### src/rtl/race_decoder.sv
// race_decoder: gamma-cycle timebase plus first-arrival time decoder for a race-logic comparator.
// Latency: the result of a gamma cycle appears on out_data/out_valid during slot 0 of the next cycle.
// Backpressure: one-entry output register; a new result that finds it full and unaccepted is dropped and sets sticky ovf.
//
// Ports:
//   aclk, grst_n        clock, asynchronous active-low reset
//   en                  run enable (level); a gamma cycle in progress always completes
//   y                   comparator output, sampled on aclk
//   gamma_rst           high in the last slot of each running gamma cycle (comparator latch reset)
//   out_valid/out_ready/out_data  result handshake; out_data = arrival slot, or GAMMA_CYCLE_WIDTH for no edge
//   ovf, ovf_clr        sticky dropped-result flag and its synchronous clear (set has priority)
//
// Build option: RACE_DECODER_GLITCH_FILTER_EN requires y high on two consecutive slots
// of the same gamma cycle; the first of the two slots is reported.

module race_decoder #(
  parameter  int GAMMA_CYCLE_WIDTH = 16,
  localparam int CW                = $clog2(GAMMA_CYCLE_WIDTH + 1)
) (
  input  logic          aclk,
  input  logic          grst_n,
  input  logic          en,
  input  logic          y,
  output logic          gamma_rst,
  output logic          out_valid,
  input  logic          out_ready,
  output logic [CW-1:0] out_data,
  output logic          ovf,
  input  logic          ovf_clr
);

  typedef enum logic {
    S_IDLE = 1'b0,
    S_RUN  = 1'b1
  } state_t;

  // Slot G-1 and the "no edge" code, sized to the counter so the end-of-cycle
  // compare is explicit rather than relying on a power-of-two wrap.
  localparam logic [CW-1:0] LAST_SLOT = CW'(GAMMA_CYCLE_WIDTH - 1);
  localparam logic [CW-1:0] NO_EDGE   = CW'(GAMMA_CYCLE_WIDTH);

  state_t        state_q, state_d;
  logic [CW-1:0] t_cnt_q, t_cnt_d;
  logic          captured_q;
  logic [CW-1:0] cap_time_q;

  logic          run;
  logic          last;
  logic          hit;
  logic [CW-1:0] hit_time;
  logic [CW-1:0] result;
  logic          take;

  assign run       = (state_q == S_RUN);
  assign last      = run && (t_cnt_q == LAST_SLOT);
  assign gamma_rst = last;

  // ---------------------------------------------------------------------------
  // Timebase FSM
  // ---------------------------------------------------------------------------
  always_ff @(posedge aclk or negedge grst_n) begin
    if (!grst_n) begin
      state_q <= S_IDLE;
      t_cnt_q <= '0;
    end else begin
      state_q <= state_d;
      t_cnt_q <= t_cnt_d;
    end
  end

  always_comb begin
    state_d = state_q;
    t_cnt_d = t_cnt_q;
    case (state_q)
      S_IDLE: begin
        t_cnt_d = '0;
        if (en) state_d = S_RUN;
      end
      S_RUN: begin
        if (t_cnt_q == LAST_SLOT) begin
          // en is only looked at on the wrap edge, so a cycle is never cut short.
          t_cnt_d = '0;
          if (!en) state_d = S_IDLE;
        end else begin
          t_cnt_d = t_cnt_q + CW'(1);
        end
      end
      default: begin
        state_d = S_IDLE;
        t_cnt_d = '0;
      end
    endcase
  end

  // ---------------------------------------------------------------------------
  // Edge qualification
  // ---------------------------------------------------------------------------
`ifdef RACE_DECODER_GLITCH_FILTER_EN
  // Previous-slot sample of y and the slot it came from. Cleared at the wrap
  // and while idle so a pulse can never be confirmed across gamma cycles.
  logic          prev_y_q;
  logic [CW-1:0] prev_slot_q;

  always_ff @(posedge aclk or negedge grst_n) begin
    if (!grst_n) begin
      prev_y_q    <= 1'b0;
      prev_slot_q <= '0;
    end else if (!run || last) begin
      prev_y_q    <= 1'b0;
      prev_slot_q <= '0;
    end else begin
      prev_y_q    <= y;
      prev_slot_q <= t_cnt_q;
    end
  end

  assign hit      = y && prev_y_q;
  assign hit_time = prev_slot_q;
`else
  assign hit      = y;
  assign hit_time = t_cnt_q;
`endif

  // ---------------------------------------------------------------------------
  // First-arrival capture
  // ---------------------------------------------------------------------------
  always_ff @(posedge aclk or negedge grst_n) begin
    if (!grst_n) begin
      captured_q <= 1'b0;
      cap_time_q <= '0;
    end else if (last) begin
      captured_q <= 1'b0;
    end else if (run && hit && !captured_q) begin
      captured_q <= 1'b1;
      cap_time_q <= hit_time;
    end
  end

  // The sample taken on the wrap edge still counts, so it is folded in here
  // instead of going through the capture register.
  always_comb begin
    result = NO_EDGE;
    if (captured_q)  result = cap_time_q;
    else if (hit)    result = hit_time;
  end

  // ---------------------------------------------------------------------------
  // One-entry output register with sticky overflow
  // ---------------------------------------------------------------------------
  assign take = out_valid && out_ready;

  always_ff @(posedge aclk or negedge grst_n) begin
    if (!grst_n) begin
      out_valid <= 1'b0;
      out_data  <= '0;
    end else if (last) begin
      if (!out_valid || out_ready) begin
        out_valid <= 1'b1;
        out_data  <= result;
      end
    end else if (take) begin
      out_valid <= 1'b0;
    end
  end

  always_ff @(posedge aclk or negedge grst_n) begin
    if (!grst_n) begin
      ovf <= 1'b0;
    end else if (last && out_valid && !out_ready) begin
      ovf <= 1'b1;
    end else if (ovf_clr) begin
      ovf <= 1'b0;
    end
  end

endmodule
### config.mk
export PLATFORM = sky130hd
export DESIGN_NAME = race_decoder
export DESIGN_NICKNAME = d
export VERILOG_FILES = /design/src/rtl/race_decoder.sv
export SDC_FILE = /design/constraint.sdc
export NUM_CORES = 1
export LEC_CHECK = 0
export CAP_MARGIN = 20
export CORE_MARGIN = 2
export CORE_UTILIZATION = 45
export CTS_BUF_LIST = sky130_fd_sc_hd__clkbuf_2
export CTS_CLUSTER_DIAMETER = 120
export DETAILED_ROUTE_END_ITERATION = 10
export PLACE_DENSITY_LB_ADDON = 0.25
export SYNTH_ARGS = -nofsm -noshare
export SYNTH_HDL_FRONTEND = slang
export SYNTH_SLANG_ARGS = --single-unit
### constraint.sdc
create_clock -name aclk -period 1.8 [get_ports aclk]
set_input_delay 0.36 -clock aclk [delete_from_list [all_inputs] [get_ports aclk]]
set_output_delay 0.36 -clock aclk [all_outputs]
set_load 0.02 [all_outputs]
[Yosys cells after proc, flatten, opt, wreduce, memory -nomap -nowiden]
Index checks and enable logic that the tools add are counted.
Cells by class
  $add $sub $neg: 1
  equality and inequality tests: 2
  reductions and logical operators: 16
  mux-type cells: 14
  bitwise gates (word level): 2
Operator list (count)
  2-to-1 mux 5 bit: 3
  one-hot mux 5 bit (2 select lines): 1
  2-to-1 mux 1 bit: 9
  logical AND 1 bit: 6
  AND reduction 2 bit: 3
  nonzero test 2 bit: 3
  adder 5 x 1 -> 5 bit, second input constant: 1
  equality test 5 x 4 -> 1 bit, second input constant: 1
  logical NOT 1 bit: 3
  != test 2 x 1 -> 1 bit, second input constant: 1
  inverter 1 bit: 2
  one-hot mux 1 bit (2 select lines): 1
  logical OR 1 bit: 1
Storage, ports and cells
  register bits after elaboration: 19
  input bits: 6

[Depth between registers and ports, before layout]
Gate-level depths: netlist (run 1).
  depth in word-level cells: 5
  depth in mapped cells: 4
  depth with buffers taken out: 4

[Worst setup path after synthesis (run 1)]
No wires, ideal clock.
  path kind: register -> register
  from: register t_cnt_q[0], in the netlist hit_time[0]
  to: register cap_time_q[0]
  library setup time: 0.125 ns
  data arrival time: 1.432 ns
  path slack: 0.243 ns
  path buffers: 0
  cell stages (with the launch flop): 5
  cells stage by stage: dfrtp_1 -> ha_1 -> and4b_4 -> nor3_4 -> mux2_2
On the way
  cells in the longest elaborated chain, start to end: 4
Ends and longest elaborated chain
  start, declared: RTL line 43  | logic [CW-1:0] t_cnt_q, t_cnt_d;
  start signal, assigned: RTL line 67  | t_cnt_q <= t_cnt_d;
  equality test 5 x 4 -> 1 bit: RTL line 55  | assign last = run && (t_cnt_q == LAST_SLOT);
  logical AND 1 bit: RTL line 55
  inverter 1 bit (no line)
  AND reduction 2 bit (no line)
  end signal, assigned: RTL line 135  | cap_time_q <= hit_time;
  end, declared: RTL line 45  | logic [CW-1:0] cap_time_q;
Parallel ways exist; a longest one is shown, timed or not.
A chain may end at the register's enable or synchronous reset.

[Worst setup path in the final report (run 1)]
  from: register t_cnt_q[1], in the netlist hit_time[1]
  to: register cap_time_q[4]
On the way
  cells in the longest elaborated chain, start to end: 4
Ends and longest elaborated chain (RTL line)
  equality test 5 x 4 -> 1 bit: 55
  logical AND 1 bit: 55
  inverter 1 bit (no line)
  AND reduction 2 bit (no line)
Every way passes these cells.

==> flow_metrics.tcl, run 1 <==
set metrics [dict create \
    syn-cell-area_sq_um 858 \
    period_share_pct 94.1 \
    areaGrowthSynthToFinish_pct 29.9 \
    ys_ff_latch 19 \
    clk_latency_ps 300 \
    die_w_um 47.7 \
    status "completed" \
    avgSynthCellArea_sq_um 13.0 \
    synth.area.top_cells "dfrtp_1 (55%), mux2_4 (8.7%), mux2_2 (6.6%), nand2_1 (3.1%), a22o_2 (2.3%)" \
    crit_fanout 5 \
    cp_cell_sequence "ha_2, and4b_4, buf_4, nor3_4, mux2_2" \
    antenna_found_initial 0 \
    synth-edff-count 0 \
    stdcell_area_sq_um 1110 \
    report.final.slew_viol_count 0 \
    cp.arrival_ps 1900 \
    drc_errors 0 \
    worstSetupEndpointType "flip-flop" \
    via_count 551 \
    power_leakage_nw 0.521 \
    slew_headroom_pct 76.7 \
    floorplan.initialDensity_pct 48.7 \
    routed_wl_mm 1.38 \
    startpoint_type "flip-flop" \
    ys_types 22 \
    drive_above_1_share_pct 39.1 \
    grt_max_degree 20 \
    hold_viol 0 \
    post-route-util_pct 63.2 \
    place_ws_ps -37.4 \
    irDropWorstVdd_mv 0.693 \
    max_freq_ghz 0.590 \
    clk_pin_slew_ps 170 \
    row_count 15 \
    place.gp.congestion 0.769 \
    synth_common_cells "dfrtp_1 (19), nand2_1 (7), mux2_2 (5), mux2_4 (5)" \
    fin_ws_ps 105 \
    drv_cap 0 \
    clockBufferDepth 2 \
    root_buffer "clkbuf_2" \
    yosys_warnings 0 \
    clock_skew_ps 2.44 \
    clock-sinks 19 \
    numPortBuffers 13 \
    wire_per_inst_um 11.8 \
    die_height_um 47.7 \
    synth.most_common_cell "dfrtp_1" \
    grt_usage_pct 16.1 \
    synth_ff_type "dfrtp_1" \
    min-delay-path-class "in -> async" \
    cts_tree "built" \
    ys_seq_area_share_pct 55.4 \
    dieArea_sq_um 2270 \
    htree_levels 1 \
    instances_no_fill 117 \
    ios 14 \
    async_flop_share_pct 100 \
    diodes 0 \
    power_density_nw_per_um2 1460 \
    synth_top_cell_by_area "dfrtp_1" \
    grt_overflow 0 \
    tightestPinTransition_ps 346 \
    grt_pass1_vias 540 \
    drt-initial-drc-count 3 \
    cts_buffers 3 \
    dr.pass1.iters 2 \
    placed_cell_area_sq_um 1080 \
    final-setup-viol-count 0 \
    criticalPathCategory "reg -> reg" \
    detail-route-antenna-nets 0 \
    critical-path-slowest-cell "dfrtp_1" \
    max_stage_delay_ps 420 \
    synth_top_cell_area_share_pct 55.4 \
    dp_hpwl_mm 1.02 \
    syn_inst 66 \
    min_period_ps 1690 \
    dp.cells 112 \
    nNetsFinal 100 \
    grt_pass1_wl_mm 2.44 \
    routed_via_density 4.71 \
    required_ps 2010 \
    synth_nets 73 \
    core_area_sq_um 1760 \
]
==> worst paths after layout <==
kind / startpoint / end / slack [ps] / cells past startpoint
max reg2reg: hit_time[1] / cap_time_q[4] / 110 / 5
min: grst_n / hit_time[2] / 360 / 2
min reg2reg: cap_time_q[4] / cap_time_q[4] / 520 / 1
max: hit_time[1] / cap_time_q[4] / 110 / 5
min in group aclk: cap_time_q[4] / cap_time_q[4] / 520 / 1
max in group asynchronous: grst_n / hit_time[0] / 1240 / 2
==> state kept, by name (all words and copies together), names as in the netlist <==
name and cells:
cap_time_q 5, captured_q 1, hit_time 5, out_data 5, out_valid 1, ovf 1
run 1
==> final cells by class <==
| cell class | instances | area [sq um] |
|---|---|---|
| clock inverters | 1 | 5.00 |
| clock buffers | 3 | 15.0 |
| well taps | 25 | 31.3 |
| multi-input cells | 43 | 370 |
| inverters | 3 | 11.3 |
| repair buffers | 23 | 206 |
| flip-flops and latches | 19 | 475 |
| fillers | 161 | 649 |
==> layout by cell type (no fill, tap or decap) <==
master           instances
or2b_2                   1
and2b_2                  2
a21oi_1                  3
dfrtp_1                 19
clkdlybuf4s50_1         12
and4b_4                  1
ha_2                     1
mux2_2                   5
inv_1                    2
inv_2                    1
nand2b_1                 1
xor2_1                   2
and2_1                   2
a22o_2                   2
nand2_4                  1
nand3_4                  1
nand3_1                  2
mux2_4                   5
nand2_1                  6
o22ai_1                  1
buf_6                    1
nor3_4                   1
o21ai_0                  3
and3_1                   1
clkinv_2                 1
clkbuf_2                 3
nor2_1                   2
buf_4                   10
==> per-layer routing <==
layer,vias up,wire length (um),global-route usage (%)
met5,-,0,0
li1,280,-,-
met1,261,708,23.1
met2,8,614,22.2
met4,0,12,9.73
met3,2,45,3.40
==> through the flow <==
stage	hold WS, ps	TNS, ps	total power [mW]
floorplan	64.4	0	1.15
detailed placement	489	-37.4	1.44
finish	361	0	1.63
global route	346	-9.66	1.77
global placement	484	0	1.42
CTS	352	0	1.62
==> power by group <==
| part | internal, mW | switching [mW] |
|---|---|---|
| logic | 0.454 | 0.320 |
| registers | 0.580 | 0.100 |
| clock network | 0.0503 | 0.126 |
==> critical path, delay by kind of cell, from the launching register on <==
family	cells	cell delay [ps]
multiplexers	1	370
flip-flops	1	420
AND/OR/NAND/NOR	2	470
adder cells (fa/ha/maj)	1	190
buffers and inverters	1	160
==> what timing repair did <==
action | in CTS | in global routing
buffers inserted | 0 | 1
hold buffers | 0 | 0
resized for setup | 4 | 6
pin swaps | 0 | 1
setup endpoints to repair | 1 | 1
==> logic make-up after synthesis <==
group	count (synthesis)	synth area share (%)
compound gates	9	6.56
xor+xnor	2	2.04
fa+ha+maj	1	1.46
buf+inv	4	2.62
flops	19	55.4
mux	10	15.3
simple gates	21	16.6
(Power assumes the default switching activity.)
==> run 2, diff against run 1 <==
--- a/config.mk
+++ b/config.mk
@@ -5,6 +5,7 @@
 export SDC_FILE = /design/constraint.sdc
 export NUM_CORES = 1
 export LEC_CHECK = 0
+export ABC_AREA = 1
 export CAP_MARGIN = 20
 export CORE_MARGIN = 2
 export CORE_UTILIZATION = 45
==> flow_metrics.tcl, run 2 <==
set metrics [dict create \
    dr.pass1.iters 4 \
    clockBufferDepth 2 \
    drt-initial-drc-count 18 \
    cts_buffers 3 \
    final_common_cell "nand2_1" \
    min-delay-path-class "in -> async" \
    rrSetupSlack_ps 450 \
    n_fill_cell 169 \
    ys_seq_area_share_pct 53.5 \
    grt_overflow 0 \
    routed_wl_mm 1.75 \
    drive_above_1_share_pct 18.4 \
    slew_headroom_pct 81.0 \
    row_count 16 \
    grt_usage_pct 16.9 \
    core_area_sq_um 1900 \
    synth.most_common_cell "nand2_1" \
    synth_nets 106 \
    ios 14 \
    yosys_warnings 0 \
    grt_use_met3_pct 4.01 \
    instances_no_fill 152 \
    clk_latency_ps 290 \
    final-setup-viol-count 0 \
    power_density_nw_per_um2 1470 \
    report.final.slew_viol_count 0 \
    synth_ff_type "dfrtp_1" \
    clock-sinks 19 \
    syn-cell-area_sq_um 888 \
    crit_fanout 2 \
    detail-route-antenna-nets 0 \
    tightestPinTransition_ps 285 \
    placed_cell_area_sq_um 1110 \
    hold_viol 0 \
    avgSynthCellArea_sq_um 8.97 \
    routed_via_density 4.79 \
    dieArea_sq_um 2350 \
    grt_pass1_vias 700 \
    required_ps 1440 \
    die_height_um 48.4 \
    nNetsFinal 133 \
    place.gp.congestion 0.801 \
    drc_errors 0 \
    synth_top_cell_area_share_pct 53.5 \
    die_w_um 48.4 \
    grt_use_met1_pct 19.9 \
    max_freq_ghz 0.594 \
    wire_per_inst_um 11.5 \
    syn_inst 99 \
    period_share_pct 93.6 \
    ys_types 19 \
    irDropWorstVdd_mv 0.739 \
    status "completed" \
    synth-edff-count 0 \
    worstSetupEndpointType "output pin" \
    cp.arrival_ps 1320 \
    floorplan.initialDensity_pct 46.7 \
    via_count 728 \
    ys_ff_latch 19 \
    stdcell_area_sq_um 1140 \
    p_total_mw 1.67 \
    busiest_layer "met2" \
    cts_tree "built" \
    min_period_ps 1680 \
    numPortBuffers 13 \
    criticalPathCategory "reg -> out" \
    place_ws_ps 13.7 \
    grtUsageMet2_pct 28.7 \
    reg2reg_depth 6 \
    grt_max_degree 20 \
    grt_pass1_wl_mm 3.11 \
    clock_skew_ps 6.65 \
    dp_hpwl_mm 1.32 \
    clk_pin_slew_ps 170 \
    startpoint_type "flip-flop" \
    setup.worst_path.start "hit_time[0]" \
    htree_levels 1 \
    async_flop_share_pct 100 \
    areaGrowthSynthToFinish_pct 27.9 \
    synth_common_cells "nand2_1 (37), dfrtp_1 (19), inv_1 (9), nand3_1 (8)" \
    tns_ps 0 \
    reg2reg_from "hit_time[0]" \
    rsz0062_at_grt "false" \
    antenna_found_initial 0 \
    drv_cap 0 \
    final_cell_mix "nand2_1 (37), dfrtp_1 (19), clkdlybuf4s50_1 (12), buf_4 (11), inv_1 (9)" \
    dp.cells 147 \
    r2r_end "cap_time_q[2]" \
    root_buffer "clkbuf_2" \
    synth_top_cell_by_area "dfrtp_1" \
    diodes 0 \
    synth.area.top_cells "dfrtp_1 (54%), nand2_1 (16%), nand3_1 (4.5%), inv_1 (3.8%), nand4_1 (3.5%)" \
    power_leakage_nw 0.584 \
    fin_ws_ps 115 \
]
-- run 2: cell count changes after synthesis, moves of 5 or more --
cell     change
mux2_4       -5
nand4_1      +5
nand2_1     +30
inv_1        +6
nand3_1      +6
mux2_2       -5
-- run 2: metal layers --
layer | vias up | routed length (um)
met5 | - | 0
met4 | 0 | 41
met3 | 6 | 75
met2 | 20 | 887
met1 | 334 | 744
li1 | 368 | -
-- run 2: kinds of logic (layout without fill, tap and decap cells) --
family / Yosys count / count (layout) / share of synthesized area [%]
simple gates: 62 / 62 / 35.4
flops: 19 / 19 / 53.5
buf+inv: 11 / 37 / 5.63
compound gates: 5 / 5 / 3.10
fa+ha+maj: 1 / 1 / 1.41
xor+xnor: 1 / 1 / 0.986
-- run 2: report_power, final --
| group | leakage [nW] | switching (mW) | total (mW) | internal (mW) |
|---|---|---|---|---|
| Clock | 0.0166 | 0.124 | 0.182 | 0.0589 |
| Combinational | 0.329 | 0.432 | 0.799 | 0.367 |
| Sequential | 0.239 | 0.107 | 0.690 | 0.583 |
-- run 2: worst max-delay path by stage --
stage,endpoint,cells after the start
floorplan,gamma_rst,3
global placement,gamma_rst,4
detailed placement,gamma_rst,4
CTS,gamma_rst,4
global route,gamma_rst,4
finish,gamma_rst,4
-- run 2: final cells by class --
cell class / count / area, sq um / area share (%)
Clock buffer: 4 / 20.0 / 1.76
Inverter: 9 / 33.8 / 2.97
Multi-Input combinational cell: 69 / 365 / 32.2
Sequential cell: 19 / 475 / 41.9
Tap cell: 27 / 33.8 / 2.97
Timing Repair Buffer: 24 / 208 / 18.3
-- run 2: critical path, stage by stage (launching register included) --
cell     delay, ps
dfrtp_1        390
ha_2           210
nand4_4        150
nor2_8         110
buf_2          170
-- run 2: metrics by stage --
| stage | utilization (%) | hold slack, ps |
|---|---|---|
| final | 59.7 | 371 |
| after global routing | 59.7 | 341 |
| after CTS | 59.3 | 358 |
| after detailed placement | 58.4 | 461 |
| after global placement | 58.4 | 458 |
| after floorplan | - | 64.4 |
-- run 2: repair_timing --
action	in CTS	in global routing
setup endpoints to repair	1	1
pin swaps	0	0
setup buffers	0	1
hold buffers	0	0
resized for setup	5	0
==> run 3, diff against run 2 <==
--- a/config.mk
+++ b/config.mk
@@ -11,6 +11,7 @@
 export CORE_UTILIZATION = 45
 export CTS_BUF_LIST = sky130_fd_sc_hd__clkbuf_2
 export CTS_CLUSTER_DIAMETER = 120
+export CTS_CLUSTER_SIZE = 30
 export DETAILED_ROUTE_END_ITERATION = 10
 export PLACE_DENSITY_LB_ADDON = 0.25
 export SYNTH_ARGS = -nofsm -noshare
==> results of run 3 <==
The final DEF is identical to that of run 2; final timing and power are the same.
